### src/rtl/gpio_write_port_if.sv
`default_nettype none
// ============================================================================
//  Module      : gpio_write_port_if
//  Description : Data-memory-stage bus carrying load/store strobes, address,
//                store data and the registered load response back from the
//                GPIO port. The stage that drives addresses uses the master
//                modport. The GPIO port uses the slave modport.
//  Signals     : addr   [31:0] word address
//                wdata  [31:0] store data
//                we            store strobe, one cycle per store
//                re            load strobe, one cycle per load
//                rdata  [31:0] registered load data
//                rvalid        rdata valid for one cycle
//                hit           combinational address-hit indication
//  Revision    : 1.0  initial release
// ============================================================================
interface gpio_write_port_if;
  logic [31:0] addr;
  logic [31:0] wdata;
  logic        we;
  logic        re;
  logic [31:0] rdata;
  logic        rvalid;
  logic        hit;

  modport master (
    output addr, wdata, we, re,
    input  rdata, rvalid, hit
  );

  modport slave (
    input  addr, wdata, we, re,
    output rdata, rvalid, hit
  );
endinterface
`default_nettype wire

### src/rtl/gpio_write_port.sv
`default_nettype none
// ============================================================================
//  Module      : gpio_write_port
//  Description : Memory-mapped GPIO block. It provides a writable and readable
//                output register at GPIO_ADDR. It provides a read-only,
//                2-flop-synchronised view of the input pins at IN_ADDR. A
//                sticky change flag records transitions on the synchronised
//                inputs.
//  Ports       : clk       rising-edge clock
//                rst_n     asynchronous active-low reset
//                bus       gpio_write_port_if.slave (addr/wdata/we/re in,
//                          rdata/rvalid/hit out)
//                gpio_in   [GPIO_W-1:0] asynchronous external pins
//                gpio_out  [GPIO_W-1:0] registered output pins
//                wr_pulse  one-cycle pulse following each accepted GPIO write
//                chg       sticky input-change flag, cleared by reading IN_ADDR
//  Revision    : 1.0  initial release
// ============================================================================
module gpio_write_port #(
  parameter logic [31:0]       GPIO_ADDR = 32'h0000ABCD,
  parameter logic [31:0]       IN_ADDR   = 32'h0000ABD0,
  parameter int                GPIO_W    = 16,
  parameter logic [GPIO_W-1:0] OUT_RST   = '0
) (
  input  wire logic              clk,
  input  wire logic              rst_n,
  gpio_write_port_if.slave       bus,
  input  wire logic [GPIO_W-1:0] gpio_in,
  output      logic [GPIO_W-1:0] gpio_out,
  output      logic              wr_pulse,
  output      logic              chg
);

  localparam logic [1:0] C_ARM_MAX = 2'd3;

  // ---------------------------------------------------------------- state
  logic [GPIO_W-1:0] gpio_out_q, gpio_out_d;
  logic [GPIO_W-1:0] s1_q;
  logic [GPIO_W-1:0] sync_in_q;
  logic [GPIO_W-1:0] prev_q;
  logic [1:0]        arm_cnt_q, arm_cnt_d;
  logic              chg_q, chg_d;
  logic [31:0]       rdata_q, rdata_d;
  logic              rvalid_q;
  logic              wr_pulse_q;

  // ---------------------------------------------------------------- decode
  logic w_sel_gpio;
  logic w_sel_in;
  logic w_wr_gpio;
  logic w_rd_in;
  logic w_armed;
  logic w_chg_set;
  logic w_unused_wdata;

  // Full 32-bit compares, so there is no aliasing of the two registers.
  assign w_sel_gpio = (bus.addr == GPIO_ADDR);
  assign w_sel_in   = (bus.addr == IN_ADDR);
  assign w_wr_gpio  = bus.we & w_sel_gpio;
  assign w_rd_in    = bus.re & w_sel_in;

  // Reset does not gate hit. It is a pure function of the bus inputs.
  assign bus.hit = (bus.we | bus.re) & (w_sel_gpio | w_sel_in);

  // The first edges after reset release move the reset zeros through
  // s1/sync_in/prev. Change detection stays blocked until that has settled.
  assign w_armed   = (arm_cnt_q == C_ARM_MAX);
  assign w_chg_set = w_armed & (sync_in_q != prev_q);

  // Only wdata[GPIO_W-1:0] reaches a register.
  assign w_unused_wdata = ^bus.wdata;

  // ---------------------------------------------------------------- next state
  always_comb begin
    gpio_out_d = gpio_out_q;
    arm_cnt_d  = arm_cnt_q;
    chg_d      = chg_q;
    rdata_d    = rdata_q;

    if (w_wr_gpio) begin
      gpio_out_d = bus.wdata[GPIO_W-1:0];
    end

    if (!w_armed) begin
      arm_cnt_d = arm_cnt_q + 2'd1;
    end

    // Set takes priority over the read-clear, so a change that lands in the
    // same cycle as a read is not lost.
    if (w_chg_set) begin
      chg_d = 1'b1;
    end else if (w_rd_in) begin
      chg_d = 1'b0;
    end

    // The read samples gpio_out_q, so a write in the same cycle returns the
    // value held before that write.
    if (bus.re) begin
      if (w_sel_gpio) begin
        rdata_d = 32'(gpio_out_q);
      end else if (w_sel_in) begin
        rdata_d = 32'(sync_in_q);
      end else begin
        rdata_d = 32'h0;
      end
    end
  end

  // ---------------------------------------------------------------- registers
  always_ff @(posedge clk or negedge rst_n) begin
    if (!rst_n) begin
      gpio_out_q <= OUT_RST;
      s1_q       <= '0;
      sync_in_q  <= '0;
      prev_q     <= '0;
      arm_cnt_q  <= 2'd0;
      chg_q      <= 1'b0;
      rdata_q    <= 32'h0;
      rvalid_q   <= 1'b0;
      wr_pulse_q <= 1'b0;
    end else begin
      gpio_out_q <= gpio_out_d;
      s1_q       <= gpio_in;
      sync_in_q  <= s1_q;
      prev_q     <= sync_in_q;
      arm_cnt_q  <= arm_cnt_d;
      chg_q      <= chg_d;
      rdata_q    <= rdata_d;
      rvalid_q   <= bus.re;
      wr_pulse_q <= w_wr_gpio;
    end
  end

  // ---------------------------------------------------------------- outputs
  assign gpio_out   = gpio_out_q;
  assign wr_pulse   = wr_pulse_q;
  assign chg        = chg_q;
  assign bus.rdata  = rdata_q;
  assign bus.rvalid = rvalid_q;

endmodule
`default_nettype wire

### src/flat_wrapper.sv
// flat-port wrapper written by rule: the top's interface ports become plain ports
module gpio_write_port_flat 
#(
  parameter logic [31:0]       GPIO_ADDR = 32'h0000ABCD,
  parameter logic [31:0]       IN_ADDR   = 32'h0000ABD0,
  parameter int                GPIO_W    = 16,
  parameter logic [GPIO_W-1:0] OUT_RST   = '0
)
  (clk, rst_n, gpio_in, gpio_out, wr_pulse, chg, bus_addr, bus_wdata, bus_we, bus_re, bus_rdata, bus_rvalid, bus_hit);
  gpio_write_port_if bus_i ();
  input  wire logic clk;
  input  wire logic rst_n;
  input  wire logic [GPIO_W-1:0] gpio_in;
  output      logic [GPIO_W-1:0] gpio_out;
  output      logic wr_pulse;
  output      logic chg;
  input wire logic [$bits(bus_i.addr)-1:0] bus_addr;
  input wire logic [$bits(bus_i.wdata)-1:0] bus_wdata;
  input wire logic [$bits(bus_i.we)-1:0] bus_we;
  input wire logic [$bits(bus_i.re)-1:0] bus_re;
  output wire logic [$bits(bus_i.rdata)-1:0] bus_rdata;
  output wire logic [$bits(bus_i.rvalid)-1:0] bus_rvalid;
  output wire logic [$bits(bus_i.hit)-1:0] bus_hit;
  assign bus_i.addr = bus_addr;
  assign bus_i.wdata = bus_wdata;
  assign bus_i.we = bus_we;
  assign bus_i.re = bus_re;
  assign bus_rdata = bus_i.rdata;
  assign bus_rvalid = bus_i.rvalid;
  assign bus_hit = bus_i.hit;
  gpio_write_port #(.GPIO_ADDR(GPIO_ADDR), .IN_ADDR(IN_ADDR), .GPIO_W(GPIO_W), .OUT_RST(OUT_RST)) u_core (.clk(clk), .rst_n(rst_n), .bus(bus_i), .gpio_in(gpio_in), .gpio_out(gpio_out), .wr_pulse(wr_pulse), .chg(chg));
endmodule
### config.mk
export PLATFORM = sky130hd
export DESIGN_NAME = gpio_write_port_flat
export DESIGN_NICKNAME = d
export VERILOG_FILES = /design/src/rtl/gpio_write_port_if.sv /design/src/rtl/gpio_write_port.sv /design/src/flat_wrapper.sv
export SDC_FILE = /design/constraint.sdc
export NUM_CORES = 1
export LEC_CHECK = 0
export ABC_AREA = 1
export ABC_CLOCK_PERIOD_IN_PS = 1900
export BUFFER_PORTS_ARGS = -buffer_cell sky130_fd_sc_hd__buf_2
export CAP_MARGIN = 10
export CORE_MARGIN = 4
export CORE_UTILIZATION = 54
export DETAILED_ROUTE_END_ITERATION = 16
export PLACE_DENSITY = 0.92
export SYNTH_ARGS = -nofsm -noshare
export SYNTH_HDL_FRONTEND = slang
export SYNTH_SLANG_ARGS = --single-unit
### constraint.sdc
create_clock -name clk -period 1.9 [get_ports clk]
set_input_delay 0.19 -clock clk [delete_from_list [all_inputs] [get_ports clk]]
set_output_delay 0.19 -clock clk [all_outputs]
set_load 0.05 [all_outputs]
==> summary.md, run 1 <==
| Metric | Value |
|---|---|
| Final Hold Vio Count | 0 |
| Gr ovfl total | 0 |
| Total routing resource utilization after global routing | 0.2138 |
| Synthesized area divided by synthesized cell count | around 8.1 um^2 |
| Metal3 WL | 742 um |
| # Max-Cap Violations | 0 |
| Pin count of the biggest net entering global routing | 74 |
| Worst flop-to-flop path endpoint | u_core.chg$_DFFE_PN0P_ |
| Count of buffers inserted at the top-level ports | about 100 |
| Footprint of the multi-input gates | 0.001257 mm^2 |
| Cell count after synthesis | 471 |
| Maximum cell stage delay along the critical path | roughly 0.27 ns |
| Worst path buffer plus inverter count | 2 |
| First-pass GRT wire length | around 15,000 um |
| Iteration-0 DRC Markers | approximately 150 |
| Category of the worst setup path capture point | output pin |
| Min Clock Period, post-route | about 1.5 ns |
| Initial antenna violation count | 0 |
| Via count of the first global-routing pass | approximately 3,300 |
| Critical Path Most Common Cell | sky130_fd_sc_hd__nor2_1 |
| Critical setup path kind | in2out |
| Total via count after detailed routing | ~3,300 |
| Detailed-route wire length | around 8600 um |
| Post_cts resized | 0 |
| Total clock buffers created by CTS | 9 |
| Share of final-layout standard cells stronger than drive strength 1 | 0.2345 |
| Maximum resistive drop on vdd | about 1 mV |
| Hold-critical path depth | 3 |
| Number of sinks handled by clock tree synthesis | between 80 and 90 |
| Drt wl/cell | 12.37 um |
| Yosys Warn Count | 0 |
| Hold Path Class | in2reg |
| Core Rows | 30 |
| Launch point of the worst reg-to-reg path | u_core.sync_in_q[0]$_DFF_PN0_ |
| Die X-Extent | a little over 90 um |
| Remaining max-slew budget at the tightest pin | 0.5545 |
| Startpoint kind of the worst setup timing path | primary input |
| Mean number of vias per cell | between 4 and 5 |
| Detailed-route wire length on metal 1 | ~3200 um |
| Clock transition at the registers of the reported paths | approximately 0.090 ns |
| Worst-path cell chain | buf_2 -> nor2_1 -> nand2_1 -> nor2_1 -> nand2_2 -> nor2_8 -> nor2_1 -> nor2_1 -> buf_2 |
| Effective utilization at floorplan | 0.5617 |
| Setup slack of the most critical reg-to-reg path | 0.73 ns |
| Mapped cell area | roughly 0.0038 mm^2 |
| Synthesis-to-layout area growth | 23.83% |
| Number of unique standard cell types used by synthesis | 22 |
| Most common library cell in the layout ignoring fill and taps | sky130_fd_sc_hd__nand2_1 |
| Count of pins over their slew limit | 0 |
| Sequential element share of the synthesized area | 0.5543 |
| Later-pin clock latency in the skew report | ~0.36 ns |
| Areal power density over the cells | 742.3 mW/mm^2 |
| Antenna Cells | 0 |
| Setup repair after global routing missed its margin | no |
| Detailed-placement wirelength estimate | ~6200 um |
| Sum Neg Setup Slack | 0 ns |
| Path depth of the worst reg2reg path | 9 |
| Result of the run | finished, final reports clean |
| Arrival time reported for the critical path endpoint | roughly 1.3 ns |
| Slew of the pin with the lowest slew margin | ~0.67 ns |
| Maximum clock skew at final layout | ~0.011 ns |
| Leakage | just under 3 nW |
| Count of unresolved DRC violations after routing | 0 |
| Routability cong. | between 0.8 and 0.9 |
| Final antenna-violating net count | 0 |
| Required time of the critical path | 1.71 ns |
| Kind of cell adding the most delay to the critical path | simple AND/OR/NAND/NOR gates |
| Top Ports | about 140 |
| Worst Hold Launch | bus_wdata[15] |
| Final Cycle Share | 0.7748 |
| Fin util | 0.6956 |
| Buffer type at the clock tree root | sky130_fd_sc_hd__clkbuf_8 |
| Maximum level of the CTS H-tree | 3 |
| Instance area at placement | 0.004373 mm^2 |
| Endpoint, Worst Hold | u_core.gpio_out[15]$_DFFE_PN0P_ |
| Placeable core region | just under 0.007 mm^2 |
| Critical path fanouts, max | 6 |
| First-pass iteration count of the detailed router | 5 |
| Number of nets in the final layout | about 680 |
| Slowest stage cell on the critical path | sky130_fd_sc_hd__buf_2 |
| Design area | ~0.0048 mm^2 |
| Buffers from clock root to sink, at most | 2 |
| Filler cell count in the final layout | 547 |
| Number of synthesized register bits | 85 |
| DIE AREA | 0.008519 mm^2 |
| Count of final setup violators | 0 |
| Leading cell types in the layout, fill and taps excluded | sky130_fd_sc_hd__nand2_1, sky130_fd_sc_hd__buf_2, sky130_fd_sc_hd__dfrtp_1, sky130_fd_sc_hd__inv_1, sky130_fd_sc_hd__nand3_1 |
| Area of all sequential standard cells | ~0.0021 mm^2 |
| Metal2 WL | 4504 um |
| Highest routed metal layer | met4 |
| DIE HEIGHT | between 90 and 100 um |
| CTS tree | yes |
| Max Fclk | around 0.68 GHz |
[kinds of logic (layout without fill, tap and decap cells)]
kind of cell	Yosys count	in the layout	synth area share
simple gates	269	269	0.2967
flops	85	85	0.5543
other cells	1	16	0.0009772
mux	1	1	0.002934
buf+inv	110	221	0.1327
fa+ha+maj	1	1	0.003260
xor+xnor	4	4	0.009131
[stage by stage]
stage                     power (W)  setup slack [ns]  hold WS, ns  cells
after floorplan            0.002109            0.2431      -0.1056    486
after global placement     0.002205            0.4100      0.03895    660
after detailed placement   0.002220            0.3469      0.04114    660
after CTS                  0.003551            0.4214      0.04407    693
after global routing       0.003692            0.2988      0.04489    693
final                      0.003528            0.4279      0.05619    693
[synth_stat cells]
cell type,number,area (um^2)
sky130_fd_sc_hd__nand2_1,160,600.6
sky130_fd_sc_hd__dfrtp_1,85,2127
sky130_fd_sc_hd__inv_1,78,292.8
sky130_fd_sc_hd__nand3_1,52,260.3
sky130_fd_sc_hd__nor2_1,43,161.4
sky130_fd_sc_hd__buf_4,18,135.1
sky130_fd_sc_hd__nor2_2,6,37.54
sky130_fd_sc_hd__buf_2,5,25.02
sky130_fd_sc_hd__buf_6,3,33.78
sky130_fd_sc_hd__clkbuf_1,3,11.26
sky130_fd_sc_hd__nand2_2,3,18.77
sky130_fd_sc_hd__xor2_1,3,26.28
sky130_fd_sc_hd__inv_2,2,7.510
sky130_fd_sc_hd__nor2_4,2,22.52
sky130_fd_sc_hd__buf_1,1,3.750
sky130_fd_sc_hd__conb_1,1,3.750
sky130_fd_sc_hd__ha_1,1,12.51
sky130_fd_sc_hd__mux2_2,1,11.26
sky130_fd_sc_hd__nand2_4,1,11.26
sky130_fd_sc_hd__nand4_1,1,6.260
sky130_fd_sc_hd__nor2_8,1,20.02
sky130_fd_sc_hd__xnor2_1,1,8.760
[registers in the layout, summed over array words and instances, names as in the netlist]
| name | cells |
|---|---|
| u_core.bus.rdata | 16 |
| u_core.gpio_out | 16 |
| u_core.prev_q | 16 |
| u_core.s1_q | 16 |
| u_core.sync_in_q | 16 |
| u_core.arm_cnt_q | 2 |
| u_core.bus.rvalid | 1 |
| u_core.chg | 1 |
| u_core.wr_pulse | 1 |
[final cells by class]
type,instances,area share
clock buffers,11,0.03186
clock inverters,5,0.01211
inverters,80,0.06319
multi-input cells,291,0.2646
flip-flops and latches,85,0.4476
well taps,96,0.02528
repair buffers,125,0.1553
[power breakdown]
part	switching (W)	internal, W
sequential	0.0000291	0.00186
clock	0.000635	0.000682
combinational	0.000209	0.000113
total	0.000872	0.00266
[metal layers]
metal | global-route usage | vias up
met2 | 0.3891 | 148
li1 | - | 1600
met1 | 0.2385 | 1535
met4 | 0.06683 | 0
met5 | 0 | -
met3 | 0.06499 | 10
[how the worst max path moves through the flow]
| stage | from | end | slack (ns) | cells past startpoint |
|---|---|---|---|---|
| after floorplan | bus_addr[8] | bus_hit | 0.24 | 8 |
| after global placement | bus_addr[25] | u_core.bus.rdata[11]$_DFFE_PN0P_ | 0.41 | 10 |
| after detailed placement | bus_addr[27] | u_core.gpio_out[6]$_DFFE_PN0P_ | 0.35 | 10 |
| after CTS | bus_addr[27] | bus_hit | 0.42 | 9 |
| after global routing | bus_addr[27] | bus_hit | 0.30 | 9 |
| final | bus_addr[27] | bus_hit | 0.43 | 9 |
[tightest hold or removal path, cell delays in order]
cell,delay [ns]
sky130_fd_sc_hd__buf_2,0.08
sky130_fd_sc_hd__nand3_1,0.06
sky130_fd_sc_hd__nand2_1,0.06
[what timing repair did]
action                    CTS  global route
hold endpoints to repair  101             0
setup buffers               0             0
hold buffers               17             0
No activity file was read; power rests on OpenSTA's default activity.
==> run 2: changes to the inputs <==
ABC_CLOCK_PERIOD_IN_PS = 1300   (was 1900)
CORE_UTILIZATION = 45   (was 54)
PLACE_DENSITY = 0.82   (was 0.92)
clock period = 1.3 ns   (was 1.9 ns; I/O delays follow)
==> run 2 against run 1 <==
  * Wire length is 0.96% lower
  * Via count is 2.4% lower
  * Die area is 18% higher
  * Register-to-register slack worse by 0.57 ns
  * Global-route usage is 4.4 points lower
  * Core utilization is 10 points lower
  * Clock power is 45% higher
  * Sequential power is 46% higher
  * Sequential share of layout area is 1.5 points lower
==> summary.md, run 2 (synthesis gave the netlist of run 1 again) <==
| Metric | Value |
|---|---|
| Result of the run | finished, final reports clean |
| Worst Hold Launch | bus_wdata[9] |
| Count of buffers inserted at the top-level ports | 103 |
| Later-pin clock latency in the skew report | ~0.35 ns |
| Final Cycle Share | 0.9855 |
| Core Rows | 33 |
| First-pass iteration count of the detailed router | 4 |
| Count of unresolved DRC violations after routing | 0 |
| Design area | 0.004913 mm^2 |
| DIE HEIGHT | between 100 and 150 um |
| Number of sinks handled by clock tree synthesis | 85 |
| Worst Setup SP | bus_addr[21] |
| Detailed-route wire length | around 8500 um |
| Category of the worst setup path capture point | output pin |
| Gr ovfl total | 0 |
| Instance area at placement | ~0.0045 mm^2 |
| Post-route setup slack | 0.01881 ns |
| Critical Path Most Common Cell | sky130_fd_sc_hd__nor2_4 |
| Total instance count after detailed placement | around 680 |
| Min Clock Period, post-route | 1.281 ns |
| Required time of the critical path | ~1.2 ns |
| Maximum cell stage delay along the critical path | approximately 0.15 ns |
| Leakage | ~3 nW |
| Count of final setup violators | 0 |
| Number of nets in the final layout | about 700 |
| Slew of the pin with the lowest slew margin | roughly 0.51 ns |
| GRT met1 Usage | 0.1946 |
| Buffer type at the clock tree root | sky130_fd_sc_hd__clkbuf_8 |
| Total clock buffers created by CTS | 9 |
| Initial antenna violation count | 0 |
| Final hold slack | between 0.01 and 0.015 ns |
| Maximum level of the CTS H-tree | 3 |
| Hold Path Class | in2reg |
| Areal power density over the cells | between 1000 and 1500 mW/mm^2 |
| Pre-CTS worst setup slack | -0.1023 ns |
| Maximum resistive drop on vdd | 0.7671 mV |
| Drt wl/cell | around 12 um |
| GR met2 Demand/Resource | 0.3078 |
| Filler cell count in the final layout | slightly below 700 |
| Critical path fanouts, max | 2 |
| # Max-Cap Violations | 0 |
| Launch point of the worst reg-to-reg path | u_core.sync_in_q[11]$_DFF_PN0_ |
| Antenna Cells | 0 |
| Die X-Extent | roughly 100 um |
| Routability cong. | around 0.8 |
| Met3 Use GR | 0.05281 |
| Footprint of the multi-input gates | 0.001290 mm^2 |
| Area of all sequential standard cells | approximately 0.0021 mm^2 |
| Share of final-layout standard cells stronger than drive strength 1 | 0.2558 |
| Most common library cell in the layout ignoring fill and taps | sky130_fd_sc_hd__nand2_1 |
| Synthesis-to-layout area growth | 28.04% |
| Top Ports | between 100 and 150 |
| First-pass GRT wire length | approximately 14,000 um |
| DIE AREA | approximately 0.01 mm^2 |
| Count of non-filler cells in the finished layout | around 710 |
| Mean number of vias per cell | approximately 4.5 |
| Buffers from clock root to sink, at most | 2 |
| Pin count of the biggest net entering global routing | 36 |
| Iteration-0 DRC Markers | 173 |
| Setup repair after global routing missed its margin | yes |
| Max Fclk | roughly 0.78 GHz |
| Total routing resource utilization after global routing | 0.1700 |
| Effective utilization at floorplan | 0.4647 |
| Leading cell types in the layout, fill and taps excluded | sky130_fd_sc_hd__nand2_1, sky130_fd_sc_hd__buf_2, sky130_fd_sc_hd__dfrtp_1, sky130_fd_sc_hd__inv_1, sky130_fd_sc_hd__nand3_1 |
| Count of pins over their slew limit | 0 |
| Placeable core region | about 0.0083 mm^2 |
| Slowest stage cell on the critical path | sky130_fd_sc_hd__nor2_4 |
| Final Hold Vio Count | 0 |
| Maximum clock skew at final layout | between 0.01 and 0.015 ns |
| Critical setup path kind | in2out |
| Most used routing layer in global routing | met2 |
| Clock transition at the registers of the reported paths | ~0.090 ns |
| Via count of the first global-routing pass | between 3,000 and 4,000 |
| Post-route total power | 0.005171 W |
| CTS tree | yes |
| Total via count after detailed routing | roughly 3,200 |
| Startpoint kind of the worst setup timing path | primary input |
| Arrival time reported for the critical path endpoint | 1.15 ns |
| Final antenna-violating net count | 0 |
| Detailed-placement wirelength estimate | roughly 6400 um |
| Remaining max-slew budget at the tightest pin | 0.6595 |
| Worst-path cell chain | buf_2 -> nor2_2 -> nand3_2 -> nor2_4 -> nand2_4 -> nor2_4 -> nor2_1 -> nor2_4 -> buf_8 |
==> run 2: worst paths after layout <==
check | depth (start not counted) | slack, ns | endpoint
worst min-delay path | 3 | 0.01 | u_core.gpio_out[9]$_DFFE_PN0P_
worst max register to register | 7 | 0.16 | u_core.chg$_DFFE_PN0P_
max in group asynchronous | 3 | 0.53 | u_core.s1_q[14]$_DFF_PN0_
min in group asynchronous | 2 | 0.25 | u_core.sync_in_q[15]$_DFF_PN0_
worst max-delay path | 9 | 0.02 | bus_hit
worst min register to register | 0 | 0.35 | u_core.sync_in_q[10]$_DFF_PN0_
==> run 2: metal layers <==
layer | share of wire | up-vias
met5 | 0 | -
li1 | - | 1613
met4 | 0.011 | 0
met2 | 0.51 | 108
met3 | 0.078 | 10
met1 | 0.40 | 1483
==> run 2: final cells by class <==
class,instances,area share
Clock buffer,11,0.03081
Clock inverter,5,0.01171
Inverter,80,0.06112
Multi-Input combinational cell,291,0.2625
Sequential cell,85,0.4329
Tap cell,105,0.02674
Timing Repair Buffer,134,0.1742
==> run 2: critical path, delay by kind of cell <==
family / cells / cell delay (ns)
buffers and inverters: 2 / 0.26
and+or+nand+nor: 7 / 0.74
==> run 2: power breakdown <==
group / leakage, nW / switching, W / internal (W)
clock: 0.110 / 0.000924 / 0.000997
combinational: 1.83 / 0.000312 / 0.000178
sequential: 1.06 / 0.0000408 / 0.00272
==> run 2: what timing repair did <==
| action | CTS | global route |
|---|---|---|
| pin swaps | 0 | 6 |
| resized for setup | 1 | 10 |
| hold buffers | 18 | 0 |
| setup buffers | 0 | 1 |
| setup endpoints to repair | 1 | 2 |
| endpoints found under the hold margin | 46 | 0 |
==> run 2: per-stage QoR <==
step	utilization	TNS, ns
after floorplan	-	0
after global placement	0.5427	-0.8184
after detailed placement	0.5427	-1.377
after CTS	0.5902	0
after global routing	0.5950	-0.06320
final	0.5950	0
